$ cat src/rtl/note_stabilizer.sv
// note_stabilizer: debounces raw pitch-detector notes into a stable note code.
// Optional macro NOTE_HYST_EN: release to Z needs RELEASE_COUNT Z samples.
module note_stabilizer #(
  parameter int unsigned CONFIRM_COUNT   = 3,
  parameter int unsigned RELEASE_COUNT   = 6,
  parameter logic [23:0] SILENCE_TIMEOUT = 24'd1_000_000
) (
  input  logic       clk,
  input  logic       reset_n,
  input  logic [3:0] raw_note,
  input  logic       raw_valid,
  output logic [3:0] current_note,
  output logic       note_change,
  output logic       locked
);

  localparam logic [3:0]  CONF_T  = 4'(CONFIRM_COUNT);
  localparam logic [3:0]  REL_T   = 4'(RELEASE_COUNT);
  localparam logic [23:0] SIL_MAX = SILENCE_TIMEOUT;
  localparam logic [23:0] SIL_HIT = SILENCE_TIMEOUT - 24'd1;

`ifdef NOTE_HYST_EN
  localparam logic HYST = 1'b1;
`else
  localparam logic HYST = 1'b0;
`endif

  logic [3:0]  cur_q, cur_d;
  logic [3:0]  cand_q, cand_d;
  logic [3:0]  cnt_q, cnt_d;
  logic [23:0] sil_q, sil_d;
  logic        chg_q, chg_d;

  logic [3:0] s;
  logic [3:0] thr;
  logic [3:0] cnt_inc;

  // Map unused codes to Z and pick the run length needed for this sample.
  always_comb begin
    s = raw_note;
    case (raw_note)
      4'd6, 4'd14, 4'd15: s = 4'd0;
      default:            s = raw_note;
    endcase
    thr = CONF_T;
    if (HYST && (s == 4'd0) && (cur_q != 4'd0)) begin
      thr = REL_T;
    end
    cnt_inc = cnt_q + 4'd1;
  end

  // Candidate tracking, silence timeout and change detection.
  always_comb begin
    cur_d  = cur_q;
    cand_d = cand_q;
    cnt_d  = cnt_q;
    sil_d  = sil_q;
    if (raw_valid) begin
      sil_d = 24'd0;
      if (s == cur_q) begin
        cand_d = cur_q;
        cnt_d  = 4'd0;
      end else if (s == cand_q) begin
        if (cnt_inc >= thr) begin
          cur_d = s;
          cnt_d = 4'd0;
        end else begin
          cnt_d = cnt_inc;
        end
      end else begin
        cand_d = s;
        if (thr > 4'd1) begin
          cnt_d = 4'd1;
        end else begin
          cur_d = s;
          cnt_d = 4'd0;
        end
      end
    end else begin
      if (sil_q != SIL_MAX) begin
        sil_d = sil_q + 24'd1;
      end
      if (sil_q >= SIL_HIT) begin
        cur_d  = 4'd0;
        cand_d = 4'd0;
        cnt_d  = 4'd0;
      end
    end
    chg_d = (cur_d != cur_q);
  end

  // State registers with synchronous active-low reset.
  always_ff @(posedge clk) begin
    if (!reset_n) begin
      cur_q  <= 4'd0;
      cand_q <= 4'd0;
      cnt_q  <= 4'd0;
      sil_q  <= 24'd0;
      chg_q  <= 1'b0;
    end else begin
      cur_q  <= cur_d;
      cand_q <= cand_d;
      cnt_q  <= cnt_d;
      sil_q  <= sil_d;
      chg_q  <= chg_d;
    end
  end

  assign current_note = cur_q;
  assign note_change  = chg_q;
  assign locked       = (cur_q != 4'd0);

endmodule
$ cat config.mk
export PLATFORM = sky130hd
export DESIGN_NAME = note_stabilizer
export DESIGN_NICKNAME = d
export VERILOG_FILES = /design/src/rtl/note_stabilizer.sv
export SDC_FILE = /design/constraint.sdc
export NUM_CORES = 1
export LEC_CHECK = 0
export ABC_AREA = 1
export CAP_MARGIN = 0
export CORE_ASPECT_RATIO = 0.6
export CORE_MARGIN = 1.5
export CORE_UTILIZATION = 30
export DETAILED_ROUTE_END_ITERATION = 10
export PLACE_DENSITY_LB_ADDON = 0.3
export SETUP_SLACK_MARGIN = 0.1
export SLEW_MARGIN = 20
export SYNTH_ARGS = -nofsm -noshare
export SYNTH_HDL_FRONTEND = slang
export SYNTH_SLANG_ARGS = --single-unit
$ cat constraint.sdc
create_clock -name clk -period 1.94 [get_ports clk]
set_input_delay 0.291 -clock clk [delete_from_list [all_inputs] [get_ports clk]]
set_output_delay 0.291 -clock clk [all_outputs]
set_load 0.01 [all_outputs]
==> impl.org, run 1 <==
** Timing
- Slew Limit Fails :: 0
- Rel. slew slack :: 0.7747
- Min cycle time layout :: 1.777 ns
- Setup TNS Final :: 0 ns
- Largest clock skew in the final design :: 0.003651 ns
- Setup repair after global routing could not meet its margin everywhere.
- Setup violations remaining at the end of the flow were counted as 0.
- Dividing the final minimum period by the clock period gives 0.9162.
- The number of hold-slack violations in the final timing report came to 0.
- For the pin with the worst max-slew slack, the measured transition is 0.3294 ns.
- Timing would allow up to 562.6 MHz.

** Final layout
- The top cell types in the final layout, fill and taps aside, are nand2_1, inv_1, buf_4, nor2_1, dfxtp_1.
- Ratio of cells with drive above 1 in the final layout :: 0.3075
- Post-layout net count :: 397
- Area grow syn2layout :: 41.62%
- # diodes :: 0
- Design Area, Final :: about 0.003 mm2
- Most common cell after layout, fill and taps aside :: nand2_1
- For this run, the share of the core covered by cells in the final layout is 0.4482.

** Placed design
- During placement, the flow inserted port buffers numbering 12.
- Detailed placement ended at an HPWL of between 4000 and 5000 um.
- Post-detailed-placement cell area :: 0.002557 mm2
- Global placer's final weighted congestion :: 0.8885

** Run
- Max-capacitance violation count :: 0

** Setup path
- Worst EP arrival :: between 1 and 1.5 ns
- The worst register-to-register path has a setup slack of 0.18 ns.
- Launching element type of the critical path :: register
- By startpoint and endpoint, the worst setup path is classified as register to output port.
- Along the worst path, the maximum fanout reaches 5.
- Critical Path End Type :: output port
- Critical path data required time :: 1.65 ns
- Critical path startpoint :: current_note[2]
- Cell depth of the worst flop-to-flop path :: 13
- Capture point of the worst reg-to-reg path :: sil_q[22]
- Critical Path Sink :: locked
- Startpoint of the lowest-slack register-to-register path :: sil_q[0]

** Detailed routing
- In this run, the number of DRC markers left after iteration 0 of detailed routing was approximately 140.
- Number of vias after detailed routing :: approximately 2300
- In the routed design, unresolved DRC markers number 0.
- Summed over all nets, wire length on met3 after detailed routing comes to 374 um.
- Final wirelength :: ~6000 um
- For this block, wires on met1 add up to around 3200 um.
- Number of vias per cell :: between 4 and 5
- The routed design uses around 2200 um of met2 wire.
- The count of nets left with antenna violations once routing finished came out at 0.
- The first detailed-routing pass ran for 5 iterations.
- Average wire per cell in the routed design :: ~12 um
- Highest routed metal layer :: met4

** Status
- The run finished with clean final reports.

** Floorplanning
- The initialized floorplan defines 23 standard-cell rows.
- Core footprint :: 0.006820 mm2
- Die H :: 68.70 um
- The initial utilization of the core area, before any placement, comes to 0.3165.
- Total Die Area :: 0.007729 mm2
- During I/O placement, the number of pins put on the boundary was 13.
- In this run the horizontal extent of the chip is 112.5 um.

** Power and ir drop
- Total Power :: about 2000 uW
- Of the total power, the share spent switching nets is 0.2576.
- Cell internal power was estimated by the tool at 1469 uW.
- Summed over all nets, the switching power comes to 509.7 uW.
- The analysis attributes to cell leakage a power of between 0.001 and 0.0015 uW.
- Of the total power, registers draw 0.406.
- Combinational power share :: 0.163
- The share of total power dissipated in the clock network is 0.431.
- Dividing total power by cell area gives a power density of 647.3 mW/mm2.
- IR drop worst, VDD :: 0.0003977 V

** Synth
- The number of nets handed over by synthesis was approximately 340.
- Of the synthesized area, sequential elements account for 0.3432.
- Of the total synthesized cell area, the portion taken by AND, OR, NAND and NOR gates is 0.3988.
- The share of synthesized area in the top cell type comes to 0.3432.
- Yosys printed 0 warnings.
- Largest family of logic cells by synthesized area :: simple AND/OR/NAND/NOR gates
- Netlist area before placement :: 0.002158 mm2
- dfxtp_1 takes more of the synthesized area than any other cell.
- The cell count after synthesis came out at roughly 330.
- Synthesized-area fraction occupied by ao, oa, aoi and oai cells :: 0.1270
- Asr flop ratio synth :: 0
- The average instance in the mapped netlist occupies 6.481 um2.
- Yosys mapped the design onto 30 distinct sky130hd cell types.
- Flip-flop cell with the highest count after synthesis :: dfxtp_1
- Top area cells in the synthesized netlist :: dfxtp_1, nand2_1, inv_1
- Synthesis inferred 37 register bits.
- Mux cell area share after synthesis :: 0
- Adder-cell share of the synthesized area :: 0.02319
- The synthesized design contains 0 enable-type register cells.
- Of the total synthesized cell area, the portion taken by XOR and XNOR cells is 0.01623.

** Clock tree
- The clock passes through at most 2 buffers.
- Clock tree from TritonCTS :: yes
- The number of clock buffers added by TritonCTS is 5.
- After clock tree synthesis, the clock-pin slew on the worst setup and hold paths is 0.06 ns.
- The H-tree was split into 2 levels.
- For this design, the sink count on the clock tree is 37.
- CTS placed an instance of clkbuf_16 at the clock tree root.
- Hold buffer count at CTS :: 0
- The clock reaches the later pin of the worst-skew pair after 0.28 ns.

** Global routing
- The via count of the first global-routing pass came to 1796.
- Entering global routing, the biggest net connects 18 pins.
- In the global route stage, overall resource usage came out at 0.1467.
- First-pass GRT wire length :: 8769 um
- Summed over all layers, the global routing overflow is 0.
- Number of antenna violations at the first check in global routing :: 0

** Worst hold path
- HP Class :: register to register
- Critical hold path startpoint :: sil_q[8]
## synth_stat cells, types with 2 or more instances
cell / instances
nor2_4: 2
nor3_1: 8
inv_1: 44
nor2_2: 4
nor4_1: 3
nand3_1: 29
o21ai_1: 4
ha_1: 4
nor2_1: 36
inv_2: 5
nand4_1: 10
xor2_1: 3
nand2_2: 10
o21ai_0: 16
a21oi_1: 26
nand2_1: 79
dfxtp_1: 37
## per-layer routing
layer,vias to the layer above,GRT usage
li1,1200,-
met1,1016,0.2293
met2,55,0.1863
met3,7,0.04108
met4,0,0.04272
met5,-,0
## flip-flops by register name, indices dropped and copies added, names as in the netlist
name	count
cand_q	4
cnt_q	4
current_note	4
note_change	1
sil_q	24
## worst max-delay path: stages (launching register included)
cell and delay (ns):
dfxtp_1 0.40, inv_1 0.16, nand4_1 0.11, clkdlybuf4s50_1 0.54
## logic make-up (layout without fill, tap and decap cells)
group,Yosys count,in the layout
AO/OA/AOI/OAI,51,51
XOR/XNOR,4,4
adder cells (fa/ha/maj),4,4
buffers and inverters,52,106
flip-flops,37,37
AND/OR/NAND/NOR,185,185
## power groups by stage
stage	registers [uW]	logic, uW	clock network, uW
after detailed placement	814	279	0
after global routing	805	355	913
final	803	322	854
after global placement	814	280	0
after floorplan	813	158	0
after CTS	798	284	869
## worst min path at each step
| stage | depth (start not counted) | slack (ns) | endpoint |
|---|---|---|---|
| floorplan | 1 | 0.42 | sil_q[8] |
| global placement | 1 | 0.44 | sil_q[8] |
| detailed placement | 1 | 0.44 | sil_q[8] |
| CTS | 1 | 0.46 | sil_q[8] |
| global route | 2 | 0.50 | cnt_q[3] |
| finish | 1 | 0.45 | sil_q[8] |
## through the flow
stage	instances	hold slack (ns)	setup slack, ns
3_5_place_dp	454	0.4439	-0.1571
6_report	474	0.4548	0.1626
4_1_cts	468	0.4574	0.05311
3_3_place_gp	454	0.4438	-0.1371
5_1_grt	474	0.5035	0.02905
2_1_floorplan	333	0.4244	0.2229
## repair_timing
action / CTS / global route
buffers inserted: 6 / 6
endpoints found under the setup margin: 2 / 18
gates resized for setup: 8 / 66
pin swaps: 8 / 35
## layout make-up
type	instances	area, um2
Multi-Input combinational cell	244	1439
Clock inverter	1	5.005
Tap cell	87	108.9
Clock buffer	7	152.6
Sequential cell	37	753.2
Inverter	50	190.2
Timing Repair Buffer	48	407.9
Fill cell	684	3764
(Power assumes the default switching activity.)
==> run 2: changes to the inputs <==
--- a/config.mk
+++ b/config.mk
@@ -8,7 +8,7 @@
 export ABC_AREA = 1
 export CAP_MARGIN = 0
 export CORE_ASPECT_RATIO = 0.6
-export CORE_MARGIN = 1.5
+export CORE_MARGIN = 2
 export CORE_UTILIZATION = 30
 export DETAILED_ROUTE_END_ITERATION = 10
 export PLACE_DENSITY_LB_ADDON = 0.3
==> impl.org, run 2 (synthesis results as in run 1) <==
** Status
- The flow ran to the end, and the final reports show no timing, DRC or antenna violations.

** Clock tree
- Clock tree from TritonCTS :: yes
- After clock tree synthesis, the clock-pin slew on the worst setup and hold paths is 0.05 ns.
- Maximum root-to-sink buffer count :: 2
- The clock net in this run drives a total of 37 sinks.
- Clock buffer count from CTS :: 5
- CTS root buf :: clkbuf_16
- Total number of H-tree levels :: 2
- Clock latency on the worst-skew pair :: approximately 0.28 ns

** Setup path
- Traced cell by cell, the critical path runs through buf_4, nand3_1, nor2_2, nand2_1, nor2_2, nand3_1, nor2_2, nand3_2, nor2_1, nor2_1, nor3_1.
- Critical path's largest stage delay :: between 0.3 and 0.4 ns
- Family of cells with the greatest summed delay on the critical path :: simple AND/OR/NAND/NOR gates
- Data arrives at the worst endpoint at 2.00 ns.
- Critical path data required time :: between 2 and 2.5 ns
- Critical Path End Type :: register
- Total buffers and inverters traversed by the critical path :: 1
- Launching element type of the critical path :: register
- The slowest stage of the critical path is the dfxtp_4 cell.
- Crit Path Class :: register to register
- Critical path fanouts, max :: 4
- Crit-path most repeated cell :: nor2_2

** Power and ir drop
- IR analysis of the VDD net gives a maximum drop of 0.0003487 V.
- Power spread over the standard cell area amounts to between 600 and 700 mW/mm2.
- The analysis attributes to cell leakage a power of 0.001291 uW.

** Final layout
- In the final layout, flip-flops and latches occupy 755.7 um2.
- Combined area of the multi-input logic cells :: 0.001365 mm2
- Most common cell after layout, fill and taps aside :: nand2_1
- Flip-flop count of the largest register, all copies and words added :: 24
- Ratio of cells with drive above 1 in the final layout :: 0.2857
- For this run, the share of the core covered by cells in the final layout is 0.4346.
- Relative to the synthesized area, the layout overhead comes to 37.33%.
- # diodes :: 0
- Post-layout net count :: 395
- In the layout the commonest cells are nand2_1, inv_1, buf_4, nor2_1, dfxtp_1.
- Counting the fill cells in the layout gives 679.
- More flip-flops sit in one register than any other, and that register is sil_q.
- Post-Layout Cell Count :: 472

** Detailed routing
- DR DRC count :: 0
- Final wirelength :: 5902 um
- For this run, the detailed router's first-pass iteration total came to 4.
- The count of nets left with antenna violations once routing finished came out at 0.
- DRT iter0 DRCs :: ~150
- The detailed router placed 2265 vias in this run.
- In the routed layout, each cell is associated on average with a via count of 4.799.
- Average wire per cell in the routed design :: about 13 um

** Floorplanning
- In this run the vertical extent of the chip is 69.70 um.
- Initial Util :: 0.3165
- Measured along the x axis, the die boundary spans roughly 110 um.
- I/O pin cnt :: 13
- Core footprint :: 0.006820 mm2
- # rows :: 23
- Total Die Area :: ~0.008 mm2

** Timing
- For the pin with the worst max-slew slack, the measured transition is 0.3698 ns.
- Slew Limit Fails :: 0
- The worst pin sits at a relative slew slack of 0.7471.
- The clock arrives with 0.005540 ns of skew.
- Timing would allow up to around 560 MHz.
- The number of hold-slack violations in the final timing report came to 0.
- Min cycle time layout :: roughly 1.8 ns
- Setup violations, final :: 0
- RSZ-0062 raised after global routing :: yes
- Share of the clock period used by the worst path after layout :: 0.9243

** Placed design
- Detailed placement ended at an HPWL of 4314 um.
- The count of buffers added on input and output ports is 12.
- Global placer's final weighted congestion :: between 0.8 and 0.9
- The number of placed instances, taps included, is 452.

** Global routing
- Entering global routing, the biggest net connects 18 pins.
- The first global-routing pass estimated 9929 um of wire.
- Number of antenna violations at the first check in global routing :: 0
- After global routing the overflow that remains totals 0.
- Overall routing resource usage :: 0.1552
- The via count of the first global-routing pass was 2097.

** Worst hold path
- The path class of the tightest hold or removal check is register to register.

** Run
- The tool flagged a number of max-cap violations equal to 0.
==> run 2: repair_timing <==
| action | in CTS | in global routing |
|---|---|---|
| resized for setup | 12 | 46 |
| hold buffers | 0 | 0 |
| setup endpoints to repair | 10 | 19 |
| buffers inserted | 6 | 6 |
| pin swaps | 8 | 27 |
| cloned | 0 | 0 |
==> run 2: final timing paths <==
check / to / slack [ns] / from / cells after the start
worst min register to register: cnt_q[3] / 0.47 / cnt_q[3] / 2
worst max register to register: sil_q[19] / 0.15 / sil_q[1] / 11
worst max-delay path: sil_q[19] / 0.15 / sil_q[1] / 11
worst min-delay path: cnt_q[3] / 0.47 / cnt_q[3] / 2
==> run 2: through the flow <==
stage               hold WS [ns]  TNS (ns)  instance area [um2]  worst slack (ns)  power (uW)
finish                    0.4695         0                 2964            0.1468        1972
detailed placement        0.4461    -1.058                 2542           -0.1761        1093
floorplan                 0.4244         0                 2158            0.2229       970.7
CTS                       0.4659         0                 2791           0.05118        1956
global placement          0.4467   -0.8347                 2542           -0.1595        1094
global route              0.4945  -0.01255                 2964          -0.01255        2068
==> run 2: per-layer routing <==
metal	routed length, um	up-vias	GRT usage
met5	0	-	0
met4	51	0	0.03659
met3	362	6	0.03497
met2	2335	47	0.2162
met1	3153	1027	0.2381
li1	-	1185	-
==> run 2: where the power goes <==
group	internal, uW	leakage [uW]	switching [uW]
Clock	544	0.0000799	311
Sequential	780	0.000304	19.8
Combinational	145	0.000907	172
Total	1470	0.00129	503
==> run 2: worst reg2reg max path: cells and delay by family (launching register included) <==
kind                   cells  cell delay (ns)
AND/OR/NAND/NOR           10             1.27
flip-flops                 1             0.36
buffers and inverters      1             0.10
==> run 2: layout make-up <==
cell class / instances / area share
flip-flops and latches: 37 / 0.2550
inverters: 50 / 0.06332
multi-input cells: 244 / 0.4605
repair buffers: 46 / 0.1313
clock buffers: 7 / 0.05150
well taps: 87 / 0.03672
clock inverters: 1 / 0.001688
==> run 3: changes to the inputs <==
--- a/config.mk
+++ b/config.mk
@@ -5,7 +5,6 @@
 export SDC_FILE = /design/constraint.sdc
 export NUM_CORES = 1
 export LEC_CHECK = 0
-export ABC_AREA = 1
 export CAP_MARGIN = 0
 export CORE_ASPECT_RATIO = 0.6
 export CORE_MARGIN = 2
==> impl.org, run 3 <==
** Status
- Run status :: finished, violations left
- Violations in the final reports :: negative setup slack

** Setup path
- Launching element type of the critical path :: register
- Total buffers and inverters traversed by the critical path :: 1
- STA puts the critical path data required time at 2.14 ns.
- Slowest stage cell on the critical path :: or4_4
- Critical Path End Type :: register
- FF-to-FF setup slack :: -0.07 ns
- Among the stages of the critical path, the cell type that occurs most often is a21oi_4.
- Data on the critical path arrives at its endpoint at 2.21 ns.
- In this run the critical register-to-register path is captured at cand_q[0].
- For this run, the slowest stage of the critical path takes approximately 0.55 ns.
- Cell depth of the worst flop-to-flop path :: 7
- Family of cells with the greatest summed delay on the critical path :: simple AND/OR/NAND/NOR gates
- List of cells traversed by the critical path :: or4_4, nor4_4, a221o_1, a21oi_4, buf_12, a21oi_4, mux2i_1
- In this run the critical register-to-register path is launched from sil_q[13].
- Critical path fanouts, max :: 10
- Crit Path Class :: register to register

** Timing
- Setup TNS Final :: -0.3284 ns
- Worst-Margin Slew :: 0.4144 ns
- Setup repair after global routing could not meet its margin everywhere.
- Fmax :: between 400 and 500 MHz
- Largest clock skew in the final design :: 0.004338 ns
- Number of hold violations in the final report :: 0
- Setup violations, final :: 8
- Across all setup checks in the final design, the least slack found is -0.06798 ns.
- The routed design could run at a clock period as short as 2.008 ns.
- Slew Limit Fails :: 0
- In this run the tightest slew margin relative to its limit is 0.7227.
- Dividing the final minimum period by the clock period gives 1.035.

** Detailed routing
- In this run the remaining antenna-violating nets after routing total 0.
- After detailed routing, the total wire length is ~5400 um.
- Number of vias after detailed routing :: 2019
- Dividing the detail-routed wire length by the instance count gives 13.54 um.
- After detailed routing, the number of vias per cell comes to 5.086.
- Count of TritonRoute iterations in the first routing pass :: 4
- After detailed routing, the number of remaining DRC violations is 0.
- DRT iter0 DRCs :: about 130

** Global routing
- For this run the aggregate overflow at the end of global routing stands at 0.
- Pin count of the biggest net entering global routing :: 25
- Met1 global-route usage :: 0.2314
- Number of antenna violations at the first check in global routing :: 0
- Most utilized layer in the global route result :: met1
- For met3 alone, demand over resource in global routing was 0.03584.
- Across every metal layer, demand over resource in global routing totals 0.1400.
- For met2 alone, demand over resource in global routing was 0.1690.
- Number of global-route vias before repair :: 1879
- The first global-routing pass estimated 9052 um of wire.

** Floorplanning
- The floorplan has 23 rows.
- Total Die Area :: 0.007880 mm2
- The floorplan step set the die width to about 110 um.
- The region available for standard cell placement spans 0.006792 mm2.
- Die H :: 69.57 um
- Initial Util :: 0.3165
- I/O pin cnt :: 13

** Synth
- Library cell with the largest summed area after synthesis :: dfxtp_1
- Synthesized netlist net count :: between 200 and 300
- For this run, the leading register cell type out of synthesis is dfxtp_1.
- Synthesis handed over a netlist of 261 instances.
- Sequential element share of the synthesized area :: 0.3446
- By count the netlist is led by dfxtp_1, nor2_1, nand2_1, nand3_1.
- The synthesized design contains 37 register bits.
- The share of synthesized area in the top cell type comes to 0.3446.
- Most repeated cell in the gate-level netlist after synthesis :: dfxtp_1
- Asr flop ratio synth :: 0
- Count of yosys warnings during synthesis :: 0
- Netlist area before placement :: ~0.0021 mm2
- After synthesis, the mean cell area works out to 8.236 um2.
- Sorting the synthesized cells by area gives the leading types as dfxtp_1, nor2_1, xnor2_1.
- Library cells used by synthesis :: 57
- Post-synth EDFFs :: 0

** Clock tree
- CTS root buf :: clkbuf_16
- Clock tree synthesis inserted a total of 5 buffers.
- Maximum root-to-sink buffer count :: 2
- TritonCTS built the clock tree.
- The tree built by TritonCTS fans out to 37 sinks.
- Total number of H-tree levels :: 2
- After clock tree synthesis, the clock-pin slew on the worst setup and hold paths is approximately 0.050 ns.
- The later pin in the worst-skew pair is clocked with a latency of between 0.2 and 0.3 ns.

** Power and ir drop
- Of the total power, combinational logic draws 0.120.
- Summed over all cells, the static leakage comes to 0.001061 uW.
- Fraction of power spent switching nets :: 0.2284
- Sw power :: 392.7 uW
- P per Cell Area :: 606.0 mW/mm2
- Flop pwr share :: 0.452
- The worst-case IR drop observed on VDD is 0.0002934 V.
- The internal portion of the total power is 1327 uW.
- Portion of total power attributed to the clock network :: 0.428

** Worst hold path
- The worst hold path begins at sil_q[19].
- Counting instances, the worst hold path has a depth of 2.
- Hold endpoint :: sil_q[19]
- The tightest min-delay check is of the register to register type.

** Final layout
- The register with the most flip-flops in the layout has 24 of them.
- # diodes :: 0
- The register with the most flip-flops in the final layout is sil_q.
- In the final design database the tool counted 322 nets.
- In the layout the commonest cells are buf_4, nor2_1, dfxtp_1, nand2_1, nand3_1.
- In the final layout, the share of cells above drive strength 1 is 0.2484.
- Area grow syn2layout :: 32.01%
- Most common cell after layout, fill and taps aside :: buf_4

** Placed design
- Global placer's final weighted congestion :: between 0.8 and 0.9
- Detailed placement ended at an HPWL of 3935 um.
- Buffers placed on the I/O ports in this run total 12.
- Post-placement worst setup slack :: -0.4679 ns

** Run
- Max-capacitance violation count :: 0
## run 3: cell types whose count changed after synthesis, moves of 6 or more
cell / change
nand3_1: -9
nand2_2: -10
inv_1: -32
xnor2_1: +11
a21oi_1: -18
o21ai_0: -8
or3_1: +6
nand2_1: -57
## run 3: final cells by class
class	instances	area [um2]
clock buffer	5	125.1
clock inverter	1	5.005
fill	663	3954
inverter	12	45.04
multi-input combinational	203	1375
sequential	37	748.2
tap	87	108.9
timing repair buffer	52	430.4
## run 3: timing repair
action	CTS	global route
endpoints found under the setup margin	14	25
hold buffers	0	0
buffers inserted	2	3
resized for setup	8	13
pin swaps	5	4
## run 3: worst max path at each step
| stage | end | cells after the start | startpoint |
|---|---|---|---|
| after floorplan | cand_q[0] | 6 | sil_q[10] |
| after global placement | cand_q[0] | 7 | raw_note[3] |
| after detailed placement | cand_q[0] | 8 | raw_note[0] |
| after CTS | cand_q[0] | 7 | sil_q[13] |
| after global routing | cand_q[1] | 7 | sil_q[13] |
| final | cand_q[0] | 7 | sil_q[13] |
## run 3: cells by family (layout without fill, tap and decap cells)
family	count (synthesis)	after routing	share of synthesized area
AO/OA/AOI/OAI	48	48	0.1607
XOR/XNOR	18	18	0.07334
adder cells (fa/ha/maj)	4	4	0.02328
buffers and inverters	21	70	0.04424
flip-flops	37	37	0.3446
multiplexers	6	6	0.02852
AND/OR/NAND/NOR	127	127	0.3254
## run 3: worst register-to-register path: stages, from the launching register on
cell and delay [ns]:
dfxtp_2 0.31, or4_4 0.55, nor4_4 0.17, a221o_1 0.25
a21oi_4 0.08, buf_12 0.16, a21oi_4 0.20, mux2i_1 0.22
## run 3: power groups by stage
stage	Clock (uW)	Sequential, uW	Combinational (uW)
after floorplan	0	791	108
after global placement	0	793	195
after detailed placement	0	793	193
after CTS	760	776	199
after global routing	790	778	225
final	736	777	207
## run 3: per-stage QoR
step	hold WS (ns)	util	instances	area (um2)	power (uW)
after floorplan	0.4581	-	261	2155	898.2
after global routing	0.5165	0.4178	397	2838	1794
final	0.4817	0.4178	397	2838	1720
after CTS	0.4871	0.4081	395	2771	1736
after detailed placement	0.4762	0.3830	387	2601	986.3
after global placement	0.4703	0.3830	387	2601	987.2
## run 3: metal layers
| layer | vias up | routed length, um |
|---|---|---|
| li1 | 1033 | - |
| met1 | 929 | 3051 |
| met2 | 52 | 1956 |
| met3 | 5 | 314 |
| met4 | 0 | 53 |
| met5 | - | 0 |
